$ cat src/rtl/rx_bit_timer_pkg.sv
// usb_rx_pkg: shared timing constants and types for the USB full-speed receive path
package usb_rx_pkg;
   localparam int RX_OSR = 8;
   localparam int RX_SAMPLE_PT = 3;
   localparam int RX_BITS_PER_BYTE = 8;
   localparam int PHASE_W = $clog2(RX_OSR);
   typedef logic [2:0] bit_idx_t;
endpackage

$ cat src/rtl/rx_bit_timer_if.sv
// rx_bit_timer_if: edge/receive controls in, sample strobe and byte status out
interface rx_bit_timer_if;
   import usb_rx_pkg::*;
   logic rcving;
   logic d_edge;
   logic shift_enable;
   logic byte_received;
   bit_idx_t bit_cnt;
   modport master(output rcving, d_edge, input shift_enable, byte_received, bit_cnt);
   modport slave(input rcving, d_edge, output shift_enable, byte_received, bit_cnt);
endinterface

$ cat src/rtl/rx_bit_timer_rollover_counter.sv
// rollover_counter: counter with clear > load > count priority, wrapping explicitly at ROLL
module rollover_counter #(
   parameter int W = 3,
   parameter int ROLL = 7
) (
   input  logic         clk,
   input  logic         rst,
   input  logic         clear,
   input  logic         count_enable,
   input  logic         load,
   input  logic [W-1:0] load_val,
   output logic [W-1:0] count
);
   logic [W-1:0] nxt;
   always_comb nxt = clear ? '0 : load ? load_val : !count_enable ? count : (count == W'(ROLL)) ? '0 : count + 1'b1;
   always_ff @(posedge clk or posedge rst)
      if (rst) count <= '0;
      else count <= nxt;
endmodule

$ cat src/rtl/rx_bit_timer.sv
// rx_bit_timer: oversampling phase tracker that strobes mid-bit and flags completed bytes
module rx_bit_timer
   import usb_rx_pkg::*;
#(
   parameter int OSR = RX_OSR,
   parameter int SAMPLE_PT = RX_SAMPLE_PT,
   parameter int BITS_PER_BYTE = RX_BITS_PER_BYTE
) (
   input logic clk,
   input logic rst,
   rx_bit_timer_if.slave bus
);
   localparam int PW = $clog2(OSR);
   localparam int BW = $bits(bit_idx_t);
   logic [PW-1:0] phase_cnt;
   bit_idx_t bit_cnt;
   logic shift_enable;
   logic byte_received;
   // an edge marks phase 0 of a new bit, so the following cycle is already phase 1
   rollover_counter #(.W(PW), .ROLL(OSR-1)) u_phase (
      .clk(clk), .rst(rst), .clear(!bus.rcving), .count_enable(1'b1),
      .load(bus.d_edge), .load_val(PW'(1)), .count(phase_cnt)
   );
   rollover_counter #(.W(BW), .ROLL(BITS_PER_BYTE-1)) u_bits (
      .clk(clk), .rst(rst), .clear(!bus.rcving), .count_enable(shift_enable),
      .load(1'b0), .load_val('0), .count(bit_cnt)
   );
   assign shift_enable = bus.rcving && (phase_cnt == PW'(SAMPLE_PT));
   always_ff @(posedge clk or posedge rst)
      if (rst) byte_received <= 1'b0;
      else byte_received <= shift_enable && (bit_cnt == BW'(BITS_PER_BYTE-1));
   assign bus.shift_enable = shift_enable;
   assign bus.byte_received = byte_received;
   assign bus.bit_cnt = bit_cnt;
endmodule

$ cat src/flat_wrapper.sv
// flat-port wrapper written by rule: the top's interface ports become plain ports
module rx_bit_timer_flat import usb_rx_pkg::*;
#(
   parameter int OSR = RX_OSR,
   parameter int SAMPLE_PT = RX_SAMPLE_PT,
   parameter int BITS_PER_BYTE = RX_BITS_PER_BYTE
)
  (clk, rst, bus_rcving, bus_d_edge, bus_shift_enable, bus_byte_received, bus_bit_cnt);
  rx_bit_timer_if bus_i ();
  input logic clk;
  input logic rst;
  input wire logic [$bits(bus_i.rcving)-1:0] bus_rcving;
  input wire logic [$bits(bus_i.d_edge)-1:0] bus_d_edge;
  output wire logic [$bits(bus_i.shift_enable)-1:0] bus_shift_enable;
  output wire logic [$bits(bus_i.byte_received)-1:0] bus_byte_received;
  output wire logic [$bits(bus_i.bit_cnt)-1:0] bus_bit_cnt;
  assign bus_i.rcving = bus_rcving;
  assign bus_i.d_edge = bus_d_edge;
  assign bus_shift_enable = bus_i.shift_enable;
  assign bus_byte_received = bus_i.byte_received;
  assign bus_bit_cnt = bus_i.bit_cnt;
  rx_bit_timer #(.OSR(OSR), .SAMPLE_PT(SAMPLE_PT), .BITS_PER_BYTE(BITS_PER_BYTE)) u_core (.clk(clk), .rst(rst), .bus(bus_i));
endmodule
$ cat config.mk
export PLATFORM = sky130hd
export DESIGN_NAME = rx_bit_timer_flat
export DESIGN_NICKNAME = d
export VERILOG_FILES = /design/src/rtl/rx_bit_timer_pkg.sv /design/src/rtl/rx_bit_timer_if.sv /design/src/rtl/rx_bit_timer_rollover_counter.sv /design/src/rtl/rx_bit_timer.sv /design/src/flat_wrapper.sv
export SDC_FILE = /design/constraint.sdc
export NUM_CORES = 1
export LEC_CHECK = 0
export ABC_AREA = 1
export CORE_AREA = 8 8 45 47
export CTS_BUF_LIST = sky130_fd_sc_hd__clkbuf_16
export CTS_CLUSTER_DIAMETER = 30
export DETAILED_ROUTE_END_ITERATION = 10
export DIE_AREA = 0 0 53 55
export PLACE_DENSITY = 0.59
export SYNTH_ARGS = -nofsm -noshare
export SYNTH_HDL_FRONTEND = slang
export SYNTH_HIERARCHICAL = 1
export SYNTH_SLANG_ARGS = --single-unit
$ cat constraint.sdc
create_clock -name clk -period 1.6 [get_ports clk]
set_clock_uncertainty 0.15 [all_clocks]
set_input_delay 0.24 -clock clk [delete_from_list [all_inputs] [get_ports clk]]
set_output_delay 0.24 -clock clk [all_outputs]
set_load 0.01 [all_outputs]
==> run summary <==
total number of placement rows - 14
Hold Vio Cnt, Final - 0
crit path capture - bus_shift_enable
routed via count divided by cell count - 3.83
type of element capturing the critical path - primary output
arrival time at the worst endpoint - 1.08 ns
Area after DPL - 668 um2
global routing usage summed across all routing layers - 0.0834
Final Hold Slack - 0.0613 ns
die height - 55 um
CP Class - in2out
number of buffers and inverters on the critical path - 4
synth-to-layout area growth - 54.4%
Cell Pwr Density - 938 nW/um2
routed vias - 440
minimum clock period after layout - 1.47 ns
port buffer count - 8
DRT Pass-1 Iters - 2
outcome - completed
Starting DRT DRC Count - 9
Final ANT Viol Nets - 0
number of endpoints failing setup at the final stage - 0
number of diodes - 0
depth of the worst register-to-register path - 7
area of the multi-input gates - 322 um2
pin count of the biggest net entering global routing - 6
logic depth of the worst setup path including buffers - 6
Filler Cells Inserted - 152
Yosys reg bits - 7
FF-to-FF setup slack - 0.14 ns
root buf cell - clkbuf_16
commonest cells after routing, fill and taps aside - 38 x nand2_1, 14 x conb_1, 8 x inv_1, 7 x dfrtp_1, 5 x buf_4
Clock Path Buffers - 2
effective utilization at floorplan - 0.351
number of distinct library cells after synthesis - 12
overall power of the completed layout - 703 uW
worst vdd rail ir drop - 0.848 mV
cell area after technology mapping - 485 um2
routed wirelength normalized by instance count - 8.10 um
Cells after Synth - 70
Leak - 0.000495 uW
number of global-route vias before repair - 464
crit path from - bus_rcving
core outline area - 1380 um2
max-cap viol count - 0
kind of start point of the critical path - input port
latest clock arrival within the worst-skew pair - 0.23 ns
Max stage delay on crit path - 0.47 ns
clock tree from TritonCTS - done
first-pass GRT wire length - 1.81 mm
ratio of final minimum period to clock period - 0.921
highest-delay cell along the critical path - clkdlybuf4s50_1
total wirelength of the detailed-routed design - 932 um
clock transition at the registers of the reported paths - 0.04 ns
final cell utilization of the core - 0.542
die span in x - 53 um
post-layout instance area - 749 um2
layout cells sized above 1 - 0.172
number of antenna violations at the first check in global routing - 0
weighted congestion at the end of routability-driven global placement - 0.800
Max Fclk - 678 MHz
die area - 2920 um2
count of hold buffers inserted by post-cts repair - 0
number of levels in the clock H-tree - 1
class of the tightest hold or removal check - in2async
clock buffer count from CTS - 3
Warnings, synthesis - 6
detailed-placement wirelength estimate - 809 um
unrepaired setup endpoints after global routing - false
FF/Latch Area - 175 um2
synthesized area divided by synthesized cell count - 6.94 um2
CP delay by family, top - buffers and inverters
most common cell after layout, fill and taps aside - nand2_1
clock sink count - 7
share of synthesized area occupied by flip-flops and latches - 0.361
worst endpoint required time - 1.21 ns
FF-to-FF Start - u_core/u_phase/count[0]
nets@finish - 108
I/O pin count - 9
number of max-slew violations in the final report - 0
final global-route overflow total - 0
critical register-to-register path endpoint - u_core/u_phase/count[2]
DRC violation count after routing - 0
worst path cell trace - clkdlybuf4s50_1, inv_2, nor2_2, nand2_1, inv_1, clkbuf_2
Max FO, Critical Path - 2
## flip-flops by register name, summed over array words and instances, names as in the netlist
| register | count |
|---|---|
| u_core/u_bits/count | 3 |
| u_core/bus.byte_received | 1 |
| u_core/u_phase/count | 3 |
## how the worst min path moves through the flow
| stage | from | endpoint | slack [ns] | cells past startpoint |
|---|---|---|---|---|
| finish | rst | u_core/bus.byte_received | 0.06 | 2 |
| floorplan | rst | u_core/bus.byte_received | -0.18 | 1 |
| global placement | rst | u_core/bus.byte_received | 0.29 | 2 |
| CTS | rst | u_core/bus.byte_received | 0.07 | 2 |
| global route | rst | u_core/bus.byte_received | 0.08 | 2 |
| detailed placement | rst | u_core/bus.byte_received | 0.30 | 2 |
## Yosys cell counts
cell / count / area share
nor2_2: 2 / 0.026
nor3_2: 2 / 0.041
a21oi_4: 1 / 0.034
nand3_1: 1 / 0.010
nand2_1: 38 / 0.29
nor2_1: 3 / 0.023
inv_2: 2 / 0.015
conb_1: 2 / 0.015
inv_1: 7 / 0.054
ha_1: 4 / 0.10
dfrtp_1: 7 / 0.36
nor2_4: 1 / 0.023
## final cells by class
| type | count | share of cell area |
|---|---|---|
| multi-input cells | 66 | 0.429 |
| flip-flops and latches | 7 | 0.234 |
| repair buffers | 13 | 0.160 |
| clock buffers | 3 | 0.100 |
| inverters | 9 | 0.0451 |
| well taps | 16 | 0.0267 |
| clock inverters | 1 | 0.00501 |
## stage by stage
| step | setup WS (ns) | TNS (ns) | cells |
|---|---|---|---|
| after floorplan | 0.247 | 0 | 82 |
| after global placement | -0.257 | -0.257 | 111 |
| after detailed placement | -0.288 | -0.305 | 111 |
| after CTS | 0.00113 | 0 | 115 |
| after global routing | 0.0380 | 0 | 115 |
| final | 0.126 | 0 | 115 |
## logic make-up (layout without fill, tap and decap cells)
family                   count (synthesis)  after routing  synth area share
AND/OR/NAND/NOR                         47             47             0.418
buffers and inverters                    9             26            0.0696
flip-flops                               7              7             0.361
adder cells (fa/ha/maj)                  4              4             0.103
other                                    2             14            0.0155
AO/OA/AOI/OAI                            1              1            0.0335
## worst reg2reg max path: cells and delay by family, from the launching register on
kind / cells / cell delay [ns]
adder cells (fa/ha/maj): 2 / 0.47
flip-flops: 1 / 0.37
AND/OR/NAND/NOR: 4 / 0.21
buffers and inverters: 1 / 0.14
## where the power goes
group	switching [uW]	internal (uW)	total (uW)	leakage, uW
clock	87.1	324	411	0.0000423
sequential	9.36	189	198	0.0000940
combinational	50.5	43.0	93.5	0.000359
## metal layers
metal / wire, um / track usage
met5: 0 / 0
met4: 0 / 0.0129
met3: 48 / 0.0508
met2: 501 / 0.148
met1: 382 / 0.0831
## repair_timing
action                                  CTS  global route
hold endpoints to repair                  0             0
pin swaps                                 0             0
resized for setup                         2             4
endpoints found under the setup margin    1             4
buffers inserted                          0             0
(Power assumes the default switching activity.)
